$ cat src/rtl/scan_chain_loader.sv
// Serialises valid/ready configuration words into a scan chain, image LSB first.
// Define SCAN_CAPTURE_EN to capture the chain tail (so) as a readback of the old contents.
module scan_chain_loader #(
  parameter int CHAIN_LEN = 64,
  parameter int WORD_W    = 16
) (
  input  logic              clk,
  input  logic              reset,
  input  logic              start,
  input  logic [WORD_W-1:0] cfg_data,
  input  logic              cfg_valid,
  output logic              cfg_ready,
  input  logic              so,
  output logic              se,
  output logic              si,
  output logic              busy,
  output logic              done,
  output logic [WORD_W-1:0] cap_data,
  output logic              cap_valid
);

  localparam int NWORDS    = (CHAIN_LEN + WORD_W - 1) / WORD_W;
  localparam int LAST_BITS = CHAIN_LEN - (NWORDS - 1) * WORD_W;
  localparam int BW        = $clog2(WORD_W + 1);
  localparam int WCW       = $clog2(NWORDS + 1);

  localparam logic [BW-1:0]  FULL_CNT  = BW'(WORD_W);
  localparam logic [BW-1:0]  LAST_CNT  = BW'(LAST_BITS);
  localparam logic [BW-1:0]  ONE_BIT   = BW'(1);
  localparam logic [WCW-1:0] LAST_WORD = WCW'(NWORDS - 1);
  localparam logic [WCW-1:0] ALL_WORDS = WCW'(NWORDS);

  typedef enum logic [1:0] {IDLE, FETCH, SHIFT, DONE} state_t;

  state_t            state;
  logic [WORD_W-1:0] shreg;
  logic [BW-1:0]     bit_cnt;   // bits of the current word still to drive, including this cycle
  logic [WCW-1:0]    word_cnt;  // words accepted so far in this load

  always_ff @(posedge clk) begin
    if (reset) begin
      state     <= IDLE;
      se        <= 1'b0;
      si        <= 1'b0;
      cfg_ready <= 1'b0;
      busy      <= 1'b0;
      done      <= 1'b0;
      shreg     <= '0;
      bit_cnt   <= '0;
      word_cnt  <= '0;
    end else begin
      done <= 1'b0;
      case (state)
        IDLE: begin
          if (start) begin
            state     <= FETCH;
            cfg_ready <= 1'b1;
            busy      <= 1'b1;
            word_cnt  <= '0;
            bit_cnt   <= '0;
          end
        end
        FETCH: begin
          if (cfg_valid) begin
            state     <= SHIFT;
            cfg_ready <= 1'b0;
            se        <= 1'b1;
            si        <= cfg_data[0];
            shreg     <= cfg_data >> 1;
            bit_cnt   <= (word_cnt == LAST_WORD) ? LAST_CNT : FULL_CNT;
            word_cnt  <= word_cnt + 1'b1;
          end
        end
        SHIFT: begin
          if (bit_cnt == ONE_BIT) begin
            // Last bit of this word is on si now; drop se so the chain holds.
            se      <= 1'b0;
            si      <= 1'b0;
            bit_cnt <= '0;
            if (word_cnt == ALL_WORDS) begin
              state <= DONE;
              done  <= 1'b1;
            end else begin
              state     <= FETCH;
              cfg_ready <= 1'b1;
            end
          end else begin
            si      <= shreg[0];
            shreg   <= shreg >> 1;
            bit_cnt <= bit_cnt - 1'b1;
          end
        end
        DONE: begin
          state <= IDLE;
          busy  <= 1'b0;
        end
        default: state <= IDLE;
      endcase
    end
  end

`ifdef SCAN_CAPTURE_EN
  logic [WORD_W-1:0] cap_acc;
  logic [BW-1:0]     cap_pos;

  // so shows the old chain tail during each SHIFT cycle, so it lines up bit-for-bit with si.
  always_ff @(posedge clk) begin
    if (reset) begin
      cap_acc   <= '0;
      cap_pos   <= '0;
      cap_data  <= '0;
      cap_valid <= 1'b0;
    end else begin
      cap_valid <= 1'b0;
      if (state == FETCH && cfg_valid) begin
        cap_acc <= '0;
        cap_pos <= '0;
      end else if (state == SHIFT) begin
        if (bit_cnt == ONE_BIT) begin
          cap_data  <= cap_acc | (WORD_W'(so) << cap_pos);
          cap_valid <= 1'b1;
        end else begin
          cap_acc <= cap_acc | (WORD_W'(so) << cap_pos);
          cap_pos <= cap_pos + 1'b1;
        end
      end
    end
  end
`else
  logic unused_so;
  assign unused_so = so;
  assign cap_data  = '0;
  assign cap_valid = 1'b0;
`endif

endmodule

$ cat config.mk
export PLATFORM = sky130hd
export DESIGN_NAME = scan_chain_loader
export DESIGN_NICKNAME = d
export VERILOG_FILES = /design/src/rtl/scan_chain_loader.sv
export SDC_FILE = /design/constraint.sdc
export NUM_CORES = 1
export LEC_CHECK = 0
export BUFFER_PORTS_ARGS = -buffer_cell sky130_fd_sc_hd__clkbuf_2
export CAP_MARGIN = 25
export CORE_MARGIN = 2
export CORE_UTILIZATION = 55
export DETAILED_ROUTE_END_ITERATION = 10
export PLACE_DENSITY = 0.91
export SLEW_MARGIN = 20
export SYNTH_ARGS = -nofsm -noshare
export SYNTH_HDL_FRONTEND = slang
export SYNTH_SLANG_ARGS = --single-unit
$ cat constraint.sdc
create_clock -name clk -period 4.9 [get_ports clk]
set_input_delay 0.735 -clock clk [delete_from_list [all_inputs] [get_ports clk]]
set_output_delay 0.735 -clock clk [all_outputs]
set_load 0.01 [all_outputs]
==> metrics.md, run 1 <==
| Metric | Value |
|---|---|
| HP Start | cfg_ready$_SDFFE_PP0P_ |
| Maximum VDD drop | 0.0003571 V |
| Post-Route WL | 3060 um |
| Synth Cell Area | 0.001653 sq mm |
| Status | finished with violations |
| CTS buffer count | 5 |
| Final Wtd Congestion | ~0.74 |
| Vias in the first global route | 1,185 |
| Core box area | 0.002805 sq mm |
| Multi-input logic area | 920.9 sq um |
| Worst hold slack | between 0.4 and 0.5 ns |
| Avg WL per Cell | 12.64 um |
| Final Setup Violations | 0 |
| CTS Hold Bufs | 0 |
| Reg area | 600.6 sq um |
| Top_reg_cell synth | dfxtp_1 |
| Synthesis-to-layout area growth | 9.084% |
| Failing checks | design-rule violations |
| Unique cell type count in the Yosys netlist | 36 |
| Yosys reg bits | 30 |
| Fill cells | approximately 260 |
| Dpl cells | 233 |
| Number of flops mapped to enable cells by yosys | 0 |
| Final Critical Period | 2.110 ns |
| Critical Path RT | 5.13 ns |
| Mapped Avg Cell Area | 8.745 sq um |
| Clock sinks | 30 |
| Total power | 954.5 uW |
| Root Buffer Master | clkbuf_4 |
| Pre-CTS setup slack | 1.952 ns |
| Fin crit share | around 43% |
| Worst-skew pair later-pin latency | ~0.32 ns |
| Vias | between 1k and 1.5k |
| # DRC | 1 |
| Final Util | between 60 and 70% |
| IO Port Bufs | 24 |
| Peak Freq | 473.9 MHz |
| Worst Setup Path Type | reg2reg |
| Number of antenna violations at the first check in global routing | 0 |
| Slowest-stage cell, CP | a21oi_4 |
| CTS resizes | 0 |
| Largest stage delay on the critical path | 0.58 ns |
| Yosys top cell by area | dfxtp_1 |
| Initial DRC count | 26 |
| Cell Area, Placed | 0.001703 sq mm |
| Maximum fanout along the worst path | 30 |
| Final Hold Fails | 0 |
| Worst reg2reg path startpoint | state[0]$_SDFFE_PP0P_ |
| Synth area leaders | dfxtp_1 (36%), mux2i_1 (9.7%), a211oi_1 (7.7%), buf_4 (7.7%), ha_1 (6.1%) |
| Slew HR | 54.44% |
| Hold/Removal Path Class | reg2reg |
| CP cell instances | inv_1, ha_1, mux2i_1, a21oi_4, nor2_1, a211oi_1 |
| HPWL Detailed | 2145 um |
| IO Pins | 43 |
| Fin area | 0.001803 sq mm |
| Post-CTS Setup Bufs | 0 |
| Htree depth | 2 |
| Synth top cells by count | dfxtp_1 (30), nor2_1 (21), a211oi_1 (17), buf_4 (17), mux2i_1 (16) |
| Sequential area share after synthesis | 36.34% |
| Setup TNS | 0 ns |
| Crit end category | flop |
| Pleak | approximately 0.7 nW |
| Cells after Synth | 189 |
| Crit. Startpoint | state[0]$_SDFFE_PP0P_ |
| Die height | between 50 and 60 um |
| Fin. max-slew vios | 0 |
| 1st-pass router iterations | 7 |
| Largest net degree at the start of global routing | 32 |
| Reg clk slew, reported paths | 0.10 ns |
| Critical path data arrival time | 2.34 ns |
| Yosys warning count | 0 |
| Most frequent cell after synthesis | dfxtp_1 |
| Top-area cell type share of the netlist area | 36.34% |
| Starting Density | between 50% and 60% |
| Least-Margin Pin Slew | 0.6819 ns |
| RSZ-0062 raised after global routing | no |
| CTS tree | built |
| Clock Tree Buf Depth | 2 |
| Final WS setup | approximately 2.8 ns |
| Diodes inserted | 0 |
| Die width | 58.82 um |
| Async SR Flop Fraction | 0% |
| Post-route ant nets | 0 |
| Total Nets Final | 239 |
| Worst Skew | ~0.0075 ns |
| Row Count | 19 |
| Kind of start point of the critical path | flop |
| Vias/cell | 5.496 |
| Fin cells | between 200 and 250 |
| Power per cell area | 529.4 mW/mm^2 |
| First-pass GRT wire length | 4954 um |
| Max cap viols | 0 |
| Full die area | around 0.0035 sq mm |
| Share of cells above drive strength 1 | 18.01% |
| Global Route Usage Sum | 18.89% |
| Grt ovf | 0 |
## logic make-up after synthesis
| group | count (synthesis) | share of synthesized area, % |
|---|---|---|
| and+or+nand+nor | 60 | 18.77 |
| AOI/OAI and AO/OA | 38 | 16.13 |
| other | 1 | 0.2269 |
| adders and majority gates | 8 | 6.056 |
| buffers and inverters | 35 | 12.26 |
| xor gates and xnor gates | 1 | 0.5300 |
| DFF | 30 | 36.34 |
| muxes | 16 | 9.689 |
## area by class of cell
type                       instances  share of cell area (%)
clock buffer                       5                   2.082
clock inverter                     3                   2.221
inverter                           8                   1.666
multi-input combinational        140                   51.08
sequential                        30                   33.31
tap                               31                   2.151
timing repair buffer              25                   7.495
## layer usage
metal  track usage, %  up-vias  routed length, um
met3            5.055        4                138
met1            23.15      622               1406
met5                0        -                  0
met4            8.766        0                 39
li1                 -      675                  -
met2            30.79       29               1476
## final timing paths
path	endpoint	slack [ns]	cells past startpoint
setup reg to reg	shreg[13]$_SDFFE_PP0P_	2.79	6
hold reg to reg	cfg_ready$_SDFFE_PP0P_	0.46	2
setup / recovery	shreg[13]$_SDFFE_PP0P_	2.79	6
hold / removal	cfg_ready$_SDFFE_PP0P_	0.46	2
## report_power, final
part           total, mW  internal, mW  switching, mW
Clock              0.195         0.106         0.0897
Sequential         0.364         0.318         0.0455
Combinational      0.396         0.162          0.233
## flip-flops by register name (all words and copies together), names as in the netlist
name and flops:
shreg 15, word_cnt 3, se 1, bit_cnt 5, done 1, state 2
cfg_ready 1, si 1, busy 1
## worst max-delay path: cells and delay by family (launching register included)
family	cells	cell delay (ns)
compound gates	2	0.84
fa+ha+maj	1	0.39
flops	1	0.34
mux	1	0.23
buf+inv	1	0.12
simple gates	1	0.10
## placed cells by master (no fill, tap or decap), drive strengths merged, types with 3 or more instances in the layout
master	count
inv	8
clkbuf	29
dfxtp	30
nand2b	3
nand2	10
mux2i	16
a21oi	9
or3	3
nor2b	4
conb	17
nor3	7
ha	8
nand3	4
a211oi	17
o211ai	3
nor2	21
No activity file was read; power rests on OpenSTA's default activity.
==> run 2: changes to the inputs <==
ABC_AREA = 1   (was not set)
CORE_UTILIZATION = 47   (was 55)
PLACE_DENSITY = 0.83   (was 0.91)
clock period = 1.71 ns   (was 4.9 ns; I/O delays follow)
==> run 2 against run 1 <==
Final cell count rose by 34%. Power grew to 3.2 times the previous value. Sequential share of layout area decreased by 1.9 points. Fmax up 35%. Clock-buffer cell count up 1. Clock power increased to 3.0 times the previous value. The run now ends clean. Design area is 6.5% higher. Largest power group unchanged. Synthesized area up 3.0%. Hold slack got worse by 0.29 ns. Global-route usage fell by 1.9 points. Synthesized cell count is 32% higher.
==> metrics.md, run 2 <==
| Metric | Value |
|---|---|
| Status | finished, final reports clean |
| Mux contribution to synthesized area | 0% |
| Max cap viols | 0 |
| Synth Area in Compound Gates | 11.46% |
| Kind of start point of the critical path | flop |
| Number of antenna violations at the first check in global routing | 0 |
| Starting Density | 49.85% |
| IO Pins | between 40 and 50 |
| Final Wtd Congestion | 0.8704 |
| RSZ-0062 raised after global routing | no |
| Reg clk slew, reported paths | 0.10 ns |
| Largest family of logic cells by synthesized area | simple AND/OR/NAND/NOR gates |
| Slowest-stage cell, CP | dfxtp_2 |
| Maximum fanout along the worst path | 18 |
| Maximum VDD drop | 0.0007614 V |
| Yosys warning count | 0 |
| Clock sinks | 30 |
| Largest registers | shreg: 15 flops, bit_cnt: 5 flops, word_cnt: 3 flops |
| CTS buffer count | 5 |
| CTS Hold Bufs | 0 |
| Final WS setup | between 0.1 and 0.15 ns |
| Final Hold Fails | 0 |
| Async SR Flop Fraction | 0% |
| CTS tree | built |
| Synth top cells by count | nand2_1 (83), dfxtp_1 (30), a21oi_1 (27) |
| Initial DRC count | 62 |
| Vias/cell | roughly 4.7 |
| Hold/Removal Path Class | in2reg |
| Worst Setup Path Type | reg2reg |
| Clock Tree Buf Depth | 2 |
| Synth area leaders | dfxtp_1 (35%), nand2_1 (18%), a21oi_1 (7.9%), buf_4 (7.9%), nand3_1 (6.2%) |
| 1st-pass router iterations | 4 |
| Cells after Synth | 249 |
| Biggest register | shreg |
| Reg2reg path depth | 8 |
| Largest stage delay on the critical path | 0.36 ns |
| Most frequent cell after synthesis | nand2_1 |
| Fin area | 0.001919 sq mm |
| Hold path depth | 3 |
| Avg WL per Cell | just over 10 um |
| Final Critical Period | 1.566 ns |
| Total Nets Final | roughly 300 |
| Vias | ~1.5k |
| Fill cells | roughly 340 |
| First-pass GRT wire length | 5540 um |
| Simple-Gate Fraction of Synth Area | 31.45% |
| Max FFs per register | 15 |
| Vias in the first global route | ~1.3k |
| CP cell instances | inv_1, ha_1, inv_2, nor2_2, a21oi_4, buf_6, a21oi_1, nor3_1 |
| Synthesis-to-layout area growth | 12.71% |
| Full die area | 0.004120 sq mm |
| RR Endpoint | shreg[14]$_SDFFE_PP0P_ |
| Setup TNS | 0 ns |
| HP Start | cfg_data[0] |
| Global Route Usage Sum | 17.03% |
| Grt ovf | 0 |
| Htree depth | 2 |
| # DRC | 0 |
| Final Setup Violations | 0 |
| Row Count | 21 |
| Post-Route WL | 3289 um |
| Crit. Startpoint | state[1]$_SDFFE_PP0P_ |
| Post-CTS Setup Bufs | 0 |
| Fin. max-slew vios | 0 |
| Yosys reg bits | 30 |
| Post-route ant nets | 0 |
| Synth Cell Area | 0.001703 sq mm |
| Top-area cell type share of the netlist area | 35.27% |
| Cell Area, Placed | 0.001814 sq mm |
| Peak Freq | approximately 640 MHz |
| Worst Skew | 0.008061 ns |
| Core box area | 0.003416 sq mm |
| HPWL Detailed | 2391 um |
| Yosys top cell by area | dfxtp_1 |
| Share of cells above drive strength 1 | between 10% and 20% |
| Worst hold slack | 0.1696 ns |
| Sequential area share after synthesis | 35.27% |
| Hold path endpoint | si$_SDFFE_PP0P_ |
| Post-synthesis adder-cell area fraction | 5.878% |
| Pleak | 0.9178 nW |
| Fin crit share | about nine tenths |
| Die width | 64.19 um |
| Pre-CTS setup slack | 0.05808 ns |
| IO Port Bufs | 24 |
| Commonest non-fill, non-tap cell in the layout | nand2_1 |
| Power per cell area | 1588 mW/mm^2 |
| Critical Path RT | 1.97 ns |
| Root Buffer Master | clkbuf_4 |
| Critical path data arrival time | roughly 1.8 ns |
| Die height | 64.19 um |
| Crit end category | flop |
| XOR/XNOR share of the synthesized area | 1.029% |
| Worst reg2reg path startpoint | state[1]$_SDFFE_PP0P_ |
| CTS resizes | 0 |
| Largest net degree at the start of global routing | 19 |
| Number of flops mapped to enable cells by yosys | 0 |
| Diodes inserted | 0 |
| Unique cell type count in the Yosys netlist | 25 |
| Mapped Avg Cell Area | 6.839 sq um |
| Commonest cells after routing, fill and taps aside | nand2_1 (82), dfxtp_1 (28), a21oi_1 (27), clkbuf_2 (24), nand3_1 (20) |
| Worst-skew pair later-pin latency | roughly 0.33 ns |
| Top_reg_cell synth | dfxtp_1 |
| R2R Setup Slk | 0.14 ns |
-- run 2: how the worst max path moves through the flow --
stage / end / slack [ns] / cells after the start
6_report: shreg[14]$_SDFFE_PP0P_ / 0.14 / 8
5_1_grt: shreg[14]$_SDFFE_PP0P_ / 0.01 / 8
4_1_cts: shreg[14]$_SDFFE_PP0P_ / 0.04 / 7
3_5_place_dp: shreg[14]$_SDFFE_PP0P_ / 0.06 / 7
3_3_place_gp: shreg[14]$_SDFFE_PP0P_ / 0.12 / 7
2_1_floorplan: shreg[10]$_SDFFE_PP0P_ / 0.16 / 9
-- run 2: cell type report --
type / instances / area, sq um / share of cell area (%)
clock buffers: 6 / 51.30 / 2.673
flip-flops and latches: 30 / 603.1 / 31.42
multi-input cells: 191 / 929.6 / 48.44
repair buffers: 31 / 176.4 / 9.192
inverters: 19 / 71.32 / 3.716
clock inverters: 1 / 30.03 / 1.565
well taps: 46 / 57.56 / 2.999
-- run 2: kinds of logic after synthesis --
logic type,Yosys count
AND/OR/NAND/NOR,128
buffers and inverters,44
AO/OA/AOI/OAI,36
flip-flops,30
adder cells (fa/ha/maj),8
XOR/XNOR,2
other,1
-- run 2: stage by stage --
stage / utilization (%) / total power, mW / instances
6_report: 56.19 / 3.049 / 324
5_1_grt: 56.19 / 3.320 / 324
4_1_cts: 55.49 / 3.010 / 324
3_5_place_dp: 53.11 / 2.419 / 317
3_3_place_gp: 53.11 / 2.382 / 317
2_1_floorplan: - / 2.151 / 265
-- run 2: layer usage --
metal / up-vias / part of all wire (%) / GRT usage (%)
met5: - / 0 / 0
met2: 44 / 46 / 26.95
li1: 819 / - / -
met3: 5 / 5.8 / 5.810
met4: 0 / 1.1 / 6.649
met1: 665 / 47 / 21.24
-- run 2: where the power goes --
| group | total [mW] | switching, mW | internal, mW |
|---|---|---|---|
| Combinational | 1.42 | 0.884 | 0.534 |
| Clock | 0.592 | 0.252 | 0.340 |
| Sequential | 1.04 | 0.126 | 0.913 |
-- run 2: worst max-delay path, delay by kind of cell, from the launching register on --
family                   cells  cell delay, ns
AO/OA/AOI/OAI                2            0.24
AND/OR/NAND/NOR              2            0.25
flip-flops                   1            0.36
buffers and inverters        3            0.43
adder cells (fa/ha/maj)      1            0.23
